`config.mk`:
```
export PLATFORM = sky130hd
export DESIGN_NAME = apb_req_master
export DESIGN_NICKNAME = d
export VERILOG_FILES = /design/src/rtl/apb_req_master_pkg.sv /design/src/rtl/apb_req_master.sv
export SDC_FILE = /design/constraint.sdc
export NUM_CORES = 1
export LEC_CHECK = 0
export CAP_MARGIN = 20
export CORE_MARGIN = 10
export CORE_UTILIZATION = 43
export CTS_CLUSTER_SIZE = 14
export DETAILED_ROUTE_END_ITERATION = 10
export PLACE_DENSITY = 0.86
export REMOVE_ABC_BUFFERS = 1
export SLEW_MARGIN = 20
export SYNTH_ARGS = -nofsm -noshare
export SYNTH_HDL_FRONTEND = slang
export SYNTH_SLANG_ARGS = --single-unit
```
`constraint.sdc`:
```
create_clock -name pclk_i -period 2.6 [get_ports pclk_i]
set_input_delay 0.78 -clock pclk_i [delete_from_list [all_inputs] [get_ports pclk_i]]
set_output_delay 0.78 -clock pclk_i [all_outputs]
set_load 0.01 [all_outputs]
```
`src/rtl/apb_req_master_pkg.sv`:
```
// Shared types and helpers for the APB4 requester.
package apb_req_master_pkg;

  typedef enum logic [1:0] {
    StIdle,
    StSetup,
    StAccess
  } state_e;

  typedef logic [2:0] prot_t;

  localparam logic RESP_OKAY   = 1'b0;
  localparam logic RESP_SLVERR = 1'b1;

  function automatic int unsigned ceil_div(input int unsigned a, input int unsigned b);
    return (a + b - 1) / b;
  endfunction

endpackage

```
`src/rtl/apb_req_master.sv`:
```
// APB4 requester: one outstanding valid/ready request turned into an APB4 transfer,
// with a one-entry response register and an optional access-phase timeout.
module apb_req_master
  import apb_req_master_pkg::*;
#(
  parameter int unsigned AddrWidth     = 32,
  parameter int unsigned DataWidth     = 32,
  parameter int unsigned TimeoutCycles = 0,
  localparam int unsigned StrbWidth    = ceil_div(DataWidth, 8)
) (
  input  logic                 pclk_i,
  input  logic                 preset_i,
  input  logic                 req_valid_i,
  output logic                 req_ready_o,
  input  logic [AddrWidth-1:0] req_addr_i,
  input  logic                 req_write_i,
  input  logic [DataWidth-1:0] req_wdata_i,
  input  logic [StrbWidth-1:0] req_strb_i,
  input  prot_t                req_prot_i,
  output logic                 rsp_valid_o,
  input  logic                 rsp_ready_i,
  output logic [DataWidth-1:0] rsp_rdata_o,
  output logic                 rsp_err_o,
  output logic                 rsp_timeout_o,
  output logic [AddrWidth-1:0] paddr_o,
  output prot_t                pprot_o,
  output logic                 pwrite_o,
  output logic [DataWidth-1:0] pwdata_o,
  output logic [StrbWidth-1:0] pstrb_o,
  output logic                 psel_o,
  output logic                 penable_o,
  input  logic                 pready_i,
  input  logic                 pslverr_i,
  input  logic [DataWidth-1:0] prdata_i
);

  localparam int unsigned CntWidth = (TimeoutCycles > 0) ? $clog2(TimeoutCycles + 1) : 1;
  localparam logic [CntWidth-1:0] CntLast =
    CntWidth'((TimeoutCycles > 0) ? TimeoutCycles - 1 : 0);
  localparam logic [CntWidth-1:0] CntMax = '1;

  state_e                 state_q;
  logic                   psel_q, penable_q;
  logic [AddrWidth-1:0]   addr_q;
  prot_t                  prot_q;
  logic                   write_q;
  logic [DataWidth-1:0]   wdata_q;
  logic [StrbWidth-1:0]   strb_q;
  logic [CntWidth-1:0]    cnt_q;
  logic                   rsp_valid_q, rsp_err_q, rsp_timeout_q;
  logic [DataWidth-1:0]   rsp_rdata_q;
  logic                   timeout_hit;

  // A new request is only taken when the response slot is free (or being freed this cycle).
  assign req_ready_o = (state_q == StIdle) && !preset_i && (!rsp_valid_q || rsp_ready_i);

  // pready on the threshold cycle takes priority over the abort.
  assign timeout_hit = (TimeoutCycles != 0) && (cnt_q == CntLast) && !pready_i;

  always_ff @(posedge pclk_i) begin
    if (preset_i) begin
      state_q       <= StIdle;
      psel_q        <= 1'b0;
      penable_q     <= 1'b0;
      addr_q        <= '0;
      prot_q        <= '0;
      write_q       <= 1'b0;
      wdata_q       <= '0;
      strb_q        <= '0;
      cnt_q         <= '0;
      rsp_valid_q   <= 1'b0;
      rsp_err_q     <= 1'b0;
      rsp_timeout_q <= 1'b0;
      rsp_rdata_q   <= '0;
    end else begin
      if (rsp_valid_q && rsp_ready_i) begin
        rsp_valid_q   <= 1'b0;
        rsp_err_q     <= 1'b0;
        rsp_timeout_q <= 1'b0;
        rsp_rdata_q   <= '0;
      end
      case (state_q)
        StIdle: begin
          if (req_valid_i && req_ready_o) begin
            state_q <= StSetup;
            psel_q  <= 1'b1;
            addr_q  <= req_addr_i;
            prot_q  <= req_prot_i;
            write_q <= req_write_i;
            wdata_q <= req_write_i ? req_wdata_i : '0;
            strb_q  <= req_write_i ? req_strb_i : '0;
            cnt_q   <= '0;
          end
        end
        StSetup: begin
          state_q   <= StAccess;
          penable_q <= 1'b1;
        end
        StAccess: begin
          if (pready_i || timeout_hit) begin
            state_q       <= StIdle;
            psel_q        <= 1'b0;
            penable_q     <= 1'b0;
            addr_q        <= '0;
            prot_q        <= '0;
            write_q       <= 1'b0;
            wdata_q       <= '0;
            strb_q        <= '0;
            rsp_valid_q   <= 1'b1;
            rsp_timeout_q <= !pready_i;
            if (pready_i) begin
              rsp_err_q   <= pslverr_i ? RESP_SLVERR : RESP_OKAY;
              rsp_rdata_q <= (!write_q && !pslverr_i) ? prdata_i : '0;
            end else begin
              rsp_err_q   <= RESP_SLVERR;
              rsp_rdata_q <= '0;
            end
          end else if (cnt_q != CntMax) begin
            cnt_q <= cnt_q + 1'b1;
          end
        end
        default: state_q <= StIdle;
      endcase
    end
  end

  assign psel_o        = psel_q;
  assign penable_o     = penable_q;
  assign paddr_o       = addr_q;
  assign pprot_o       = prot_q;
  assign pwrite_o      = write_q;
  assign pwdata_o      = wdata_q;
  assign pstrb_o       = strb_q;
  assign rsp_valid_o   = rsp_valid_q;
  assign rsp_rdata_o   = rsp_rdata_q;
  assign rsp_err_o     = rsp_err_q;
  assign rsp_timeout_o = rsp_timeout_q;

endmodule

```
==> results.toml, run 1 <==
[outcome]
status = "finished, final reports clean"

[critical_path]
path_buf_inv = 2
end_kind = "primary output"
cpPeakStageDelay_ps = 470
worstPathCellList = "clkdlybuf4s50_1, nand2b_1, nor4b_4, buf_2"
crit_fanout = 2
crit_family = "buffers and inverters"
path_class = "in -> out"
required_ps = 1820
cp_slowest_cell = "clkdlybuf4s50_1"
crit_path_start_kind = "input pin"
critical_path_arrival_ps = 1750

[detailed_routing]
viasPerCell = 5.312
initialDrtViolationCount = 225
totalWireLength_um = 14470
wl_per_cell_um = 19.56
first_pass_iters = 4
via_count = 3931
drc = 0
ant_nets = 0

[yosys]
yosysSeqAreaShare = 0.5136
syn_area_per_cell_um2 = 10.95
async_reset_ff_frac = 0
ys.flop_type = "dfxtp_1"
synth_cells = 395
yosys_warnings = 0
synth_cell_type_count = 33
synth_edf_count = 0
ys_ff_latch = 111
syn-cell-area_um2 = 4327

[clocking]
root_buffer = "clkbuf_8"
cts_max_level = 3
cts_tree = "yes"
clk_latency_ps = 370
cts.sink_count = 111
cts_buffer_depth = 2
path_clk_slew_ps = 100
holdBufCountCts = 0
numCtsBuffers = 9

[finish]
fin_util = 0.7023
final_cell_mix = "218 x clkdlybuf4s50_1, 111 x dfxtp_1, 41 x nand3b_1"
finalNetCount = 712
multi_input_area_um2 = 1864
area_growth_pct = 58.65
layout_commonest_cell = "clkdlybuf4s50_1"
diodes = 0
fillerInstances = 740
final_area_um2 = 6864
drive_gt1_frac = 0.07249
regArea_um2 = 2222

[timing]
fin_crit_sh = 0.9737
finalSetupViolCount = 0
fin_skew_ps = 7.451
setup_ws_ps = 68.38
rsz0062_at_grt = "false"
timing.slew.headroom = 0.6227
min_period_ps = 2532
setup_tns_ps = 0
hold_violations = 0
fmaxAchievable_ghz = 0.3950
tightest_slew_ps = 565.3
drv_slew = 0

[run]
cap_viol_max_count = 0

[global_routing]
grtUsageTotal = 0.1903
grt_pass1_vias = 4015
overflow = 0
grt_max_degree = 41
antenna_found_initial = 0
grt_pass1_wl_um = 22360

[floorplan]
initial_core_util = 0.4427
rows = 36
die_width_um = 120.3
die-height_um = 120.3
core-area_um2 = 9774
dieArea_um2 = 14470
ios = 220

[min_path]
hold_path.class = "reg -> reg"

[placement]
gp_congestion = 0.7686
postPlaceCellArea_um2 = 6649
pre_cts_ws_ps = -463.4
port-buffer-count = 219
hpwl_um = 10740

[pwr]
power.total_mw = 3.430
powerDensity_nw_per_um2 = 499.8
vdd_drop_max_mv = 0.2441
p_leak_nw = 2.798
==> area by class of cell <==
class	count	share of cell area
Multi-Input combinational cell	242	0.2716
Sequential cell	111	0.3237
Clock buffer	10	0.02005
Clock inverter	6	0.007656
Inverter	1	0.0005468
Timing Repair Buffer	237	0.3522
Tap cell	133	0.02424
==> worst register-to-register path, stage by stage, from the launching register on <==
cell and delay [ps]:
dfxtp_1 400, buf_4 170, and3b_1 220, nor3b_4 500, buf_8 250, a22o_1 170
==> report_power, final <==
part           internal, mW  total [mW]  switching (mW)
logic                 0.383       0.622           0.239
clock network         0.392       0.996           0.604
registers              1.77        1.81          0.0396
==> flip-flops by register name, indices dropped and copies added (netlist names), 2 cells and up <==
name / cells
paddr_o: 32
pstrb_o: 4
rsp_rdata_o: 32
pprot_o: 3
state_q: 2
pwdata_o: 32
==> repair_timing <==
item | CTS | global route
setup buffers | 0 | 0
gates resized for setup | 6 | 1
endpoints found under the setup margin | 1 | 1
==> path summary, 6_finish.rpt <==
kind | startpoint | endpoint | slack, ps | depth (start not counted)
worst min-delay path | psel_o | psel_o | 470 | 1
worst max register to register | state_q[0] | rsp_rdata_o[3] | 830 | 5
worst max-delay path | rsp_ready_i | req_ready_o | 70 | 4
worst min register to register | psel_o | psel_o | 470 | 1
==> per-stage QoR <==
step / hold slack [ps] / cells
final: 470.2 / 740
after global routing: 493.3 / 740
after CTS: 474.1 / 739
after detailed placement: 445.7 / 723
after global placement: 436.4 / 723
after floorplan: 486.1 / 354
==> metal layers <==
metal / wire (um) / vias up / GRT usage
li1: - / 1865 / -
met1: 5893 / 1885 / 0.2224
met2: 6766 / 162 / 0.3057
met3: 1543 / 19 / 0.08516
met4: 271 / 0 / 0.06259
met5: 0 / - / 0
==> cells by family (layout without fill, tap and decap cells) <==
| group | count (synthesis) | after routing | synth area share |
|---|---|---|---|
| buffers and inverters | 42 | 254 | 0.05957 |
| and+or+nand+nor | 133 | 133 | 0.2013 |
| AOI/OAI and AO/OA | 72 | 72 | 0.1400 |
| DFF | 111 | 111 | 0.5136 |
| muxes | 37 | 37 | 0.08560 |
==> synth_stat cells, drive strengths merged (5+ instances only) <==
master    n  area share
a22o     32       0.065
a31o     32       0.065
nand3    40       0.046
dfxtp   111        0.51
buf      22       0.041
and3     32       0.046
nand3b   41       0.071
mux2i    37       0.086
clkbuf   19       0.017
nand2     5      0.0061
Power figures use the tool's default switching activity.
==> run 2, diff against run 1 <==
- SKIP_LAST_GASP: default -> 1
==> results of run 2 <==
Final layout, timing and power as in run 1 (identical DEF).
==> run 3, diff against run 2 <==
- ABC_AREA: default -> 1
- CTS_BUF_LIST: default -> sky130_fd_sc_hd__clkbuf_4 sky130_fd_sc_hd__clkbuf_8 sky130_fd_sc_hd__clkbuf_16
- GPL_TIMING_DRIVEN: default -> 1
==> run 3 against run 2 <==
Compared with the run above:
- register-to-register slack lost 110 ps
- sequential share of layout area hardly changed
- total power is 6.7% higher
- clock skew about the same
- clock power is essentially flat
- non-clock buffer count fell by 3
- combinational power grew 24%
==> results.toml, run 3 <==
[finish]
multi_input_area_um2 = 1882
area_growth_pct = 58.74
diodes = 0
final_cell_mix = "218 x clkdlybuf4s50_1, 194 x nand2_1, 111 x dfxtp_1"
layout_commonest_cell = "clkdlybuf4s50_1"
regArea_um2 = 2222
fillerInstances = 800
fin_util = 0.7033
finalNetCount = 886
drive_gt1_frac = 0.05128

[floorplan]
dieArea_um2 = 14480
ios = 220
core-area_um2 = 9774
die-height_um = 120.4
die_width_um = 120.4
initial_core_util = 0.4430
rows = 36

[pwr]
powerDensity_nw_per_um2 = 532.3
p_leak_nw = 2.653
power.total_mw = 3.659
vdd_drop_max_mv = 0.2880

[clocking]
path_clk_slew_ps = 90
post_cts_buffers = 0
cts_max_level = 3
root_buffer = "clkbuf_8"
cts_tree = "yes"
cts_buffer_depth = 2
numCtsBuffers = 9
clk_latency_ps = 370
cts.sink_count = 111

[timing]
fin_crit_sh = 0.9619
drv_slew = 0
finalSetupViolCount = 0
whs_ps = 470.3
fmaxAchievable_ghz = 0.3999
rsz0062_at_grt = "false"
fin_skew_ps = 7.690
min_period_ps = 2501
hold_violations = 0
tightest_slew_ps = 578.7
timing.slew.headroom = 0.6142

[detailed_routing]
first_pass_iters = 7
totalWireLength_um = 14730
drc = 0
initialDrtViolationCount = 387
via_count = 4535
ant_nets = 0
wl_per_cell_um = 16.13
viasPerCell = 4.967

[global_routing]
grt_pass1_vias = 4542
antenna_found_initial = 0
grtUsageTotal = 0.1954
grt_pass1_wl_um = 23000
grt_max_degree = 73
overflow = 0

[placement]
gp_congestion = 0.7882
hpwl_um = 11070
port-buffer-count = 219

[yosys]
synth_top_area_share = 0.5131
synth_edf_count = 0
async_reset_ff_frac = 0
ys.flop_type = "dfxtp_1"
yosysMostFrequentCell = "nand2_1"
synthTopCellsByArea = "dfxtp_1 51%, nand2_1 17%, nor2_1 5.0%, nand3_1 4.6%, a21oi_1 4.5%"
synth_cell_type_count = 20
synth_cells = 573
yosys_warnings = 0
yosysSeqAreaShare = 0.5131
synth_common_cells = "195 x nand2_1, 111 x dfxtp_1, 58 x nor2_1"
yosysTopAreaCell = "dfxtp_1"
syn_area_per_cell_um2 = 7.557
syn-cell-area_um2 = 4330
ys_ff_latch = 111

[critical_path]
end_kind = "primary output"
path_class = "in -> out"
crit_fanout = 2
crit_path_start_kind = "input pin"
critical_path_arrival_ps = 1720
required_ps = 1820

[outcome]
status = "finished, final reports clean"

[run]
cap_viol_max_count = 0

[min_path]
hold_path.class = "reg -> reg"
## run 3: cell families after synthesis
logic type,Yosys count,share of synthesized area
AOI/OAI and AO/OA,93,0.1190
buffers and inverters,51,0.05432
DFF,111,0.5131
and+or+nand+nor,318,0.3135
## run 3: critical path, cell delays in order
cell,delay (ps)
clkdlybuf4s50_1,480
inv_1,40
nand2_1,80
nand2_1,60
nor2_1,130
clkbuf_2,160
## run 3: routing by layer
metal / vias up / global-route usage / part of all wire / wire length [um]
li1: 2245 / - / - / -
met5: - / 0 / 0 / 0
met2: 180 / 0.3360 / 0.48 / 7074
met3: 23 / 0.08050 / 0.10 / 1476
met1: 2087 / 0.2128 / 0.40 / 5905
met4: 0 / 0.06863 / 0.018 / 272
## run 3: path summary, 6_finish.rpt
| kind | from | endpoint | slack [ps] | depth (start not counted) |
|---|---|---|---|---|
| hold / removal | penable_o | penable_o | 470 | 2 |
| setup / recovery | rsp_ready_i | req_ready_o | 100 | 6 |
| setup reg to reg | state_q[0] | rsp_rdata_o[14] | 720 | 7 |
| hold reg to reg | penable_o | penable_o | 470 | 2 |
## run 3: metrics by stage
stage | setup slack (ps) | TNS (ps) | area, um2 | cells
after floorplan | -839.4 | -37610 | 4129 | 531
after global placement | -266.8 | -1204 | 6684 | 898
after detailed placement | -290.2 | -2870 | 6684 | 898
after CTS | 2.365 | 0 | 6879 | 913
after global routing | 16.43 | 0 | 6874 | 913
final | 99.09 | 0 | 6874 | 913
## run 3: area by class of cell
cell class                 count  share of cell area
timing repair buffer         234              0.3455
clock inverter                 5            0.008373
clock buffer                  10             0.02002
inverter                       9            0.004914
multi-input combinational    411              0.2738
sequential                   111              0.3233
tap                          133             0.02421
## run 3: power by group
group / switching (mW) / internal [mW] / total [mW] / leakage, nW
logic: 0.336 / 0.437 / 0.773 / 1.64
registers: 0.0530 / 1.80 / 1.86 / 0.908
clock network: 0.561 / 0.469 / 1.03 / 0.103
## run 3: what timing repair did
action                                  CTS  global route
endpoints found under the setup margin    1             1
gates resized for setup                   2             1
hold buffers                              0             0
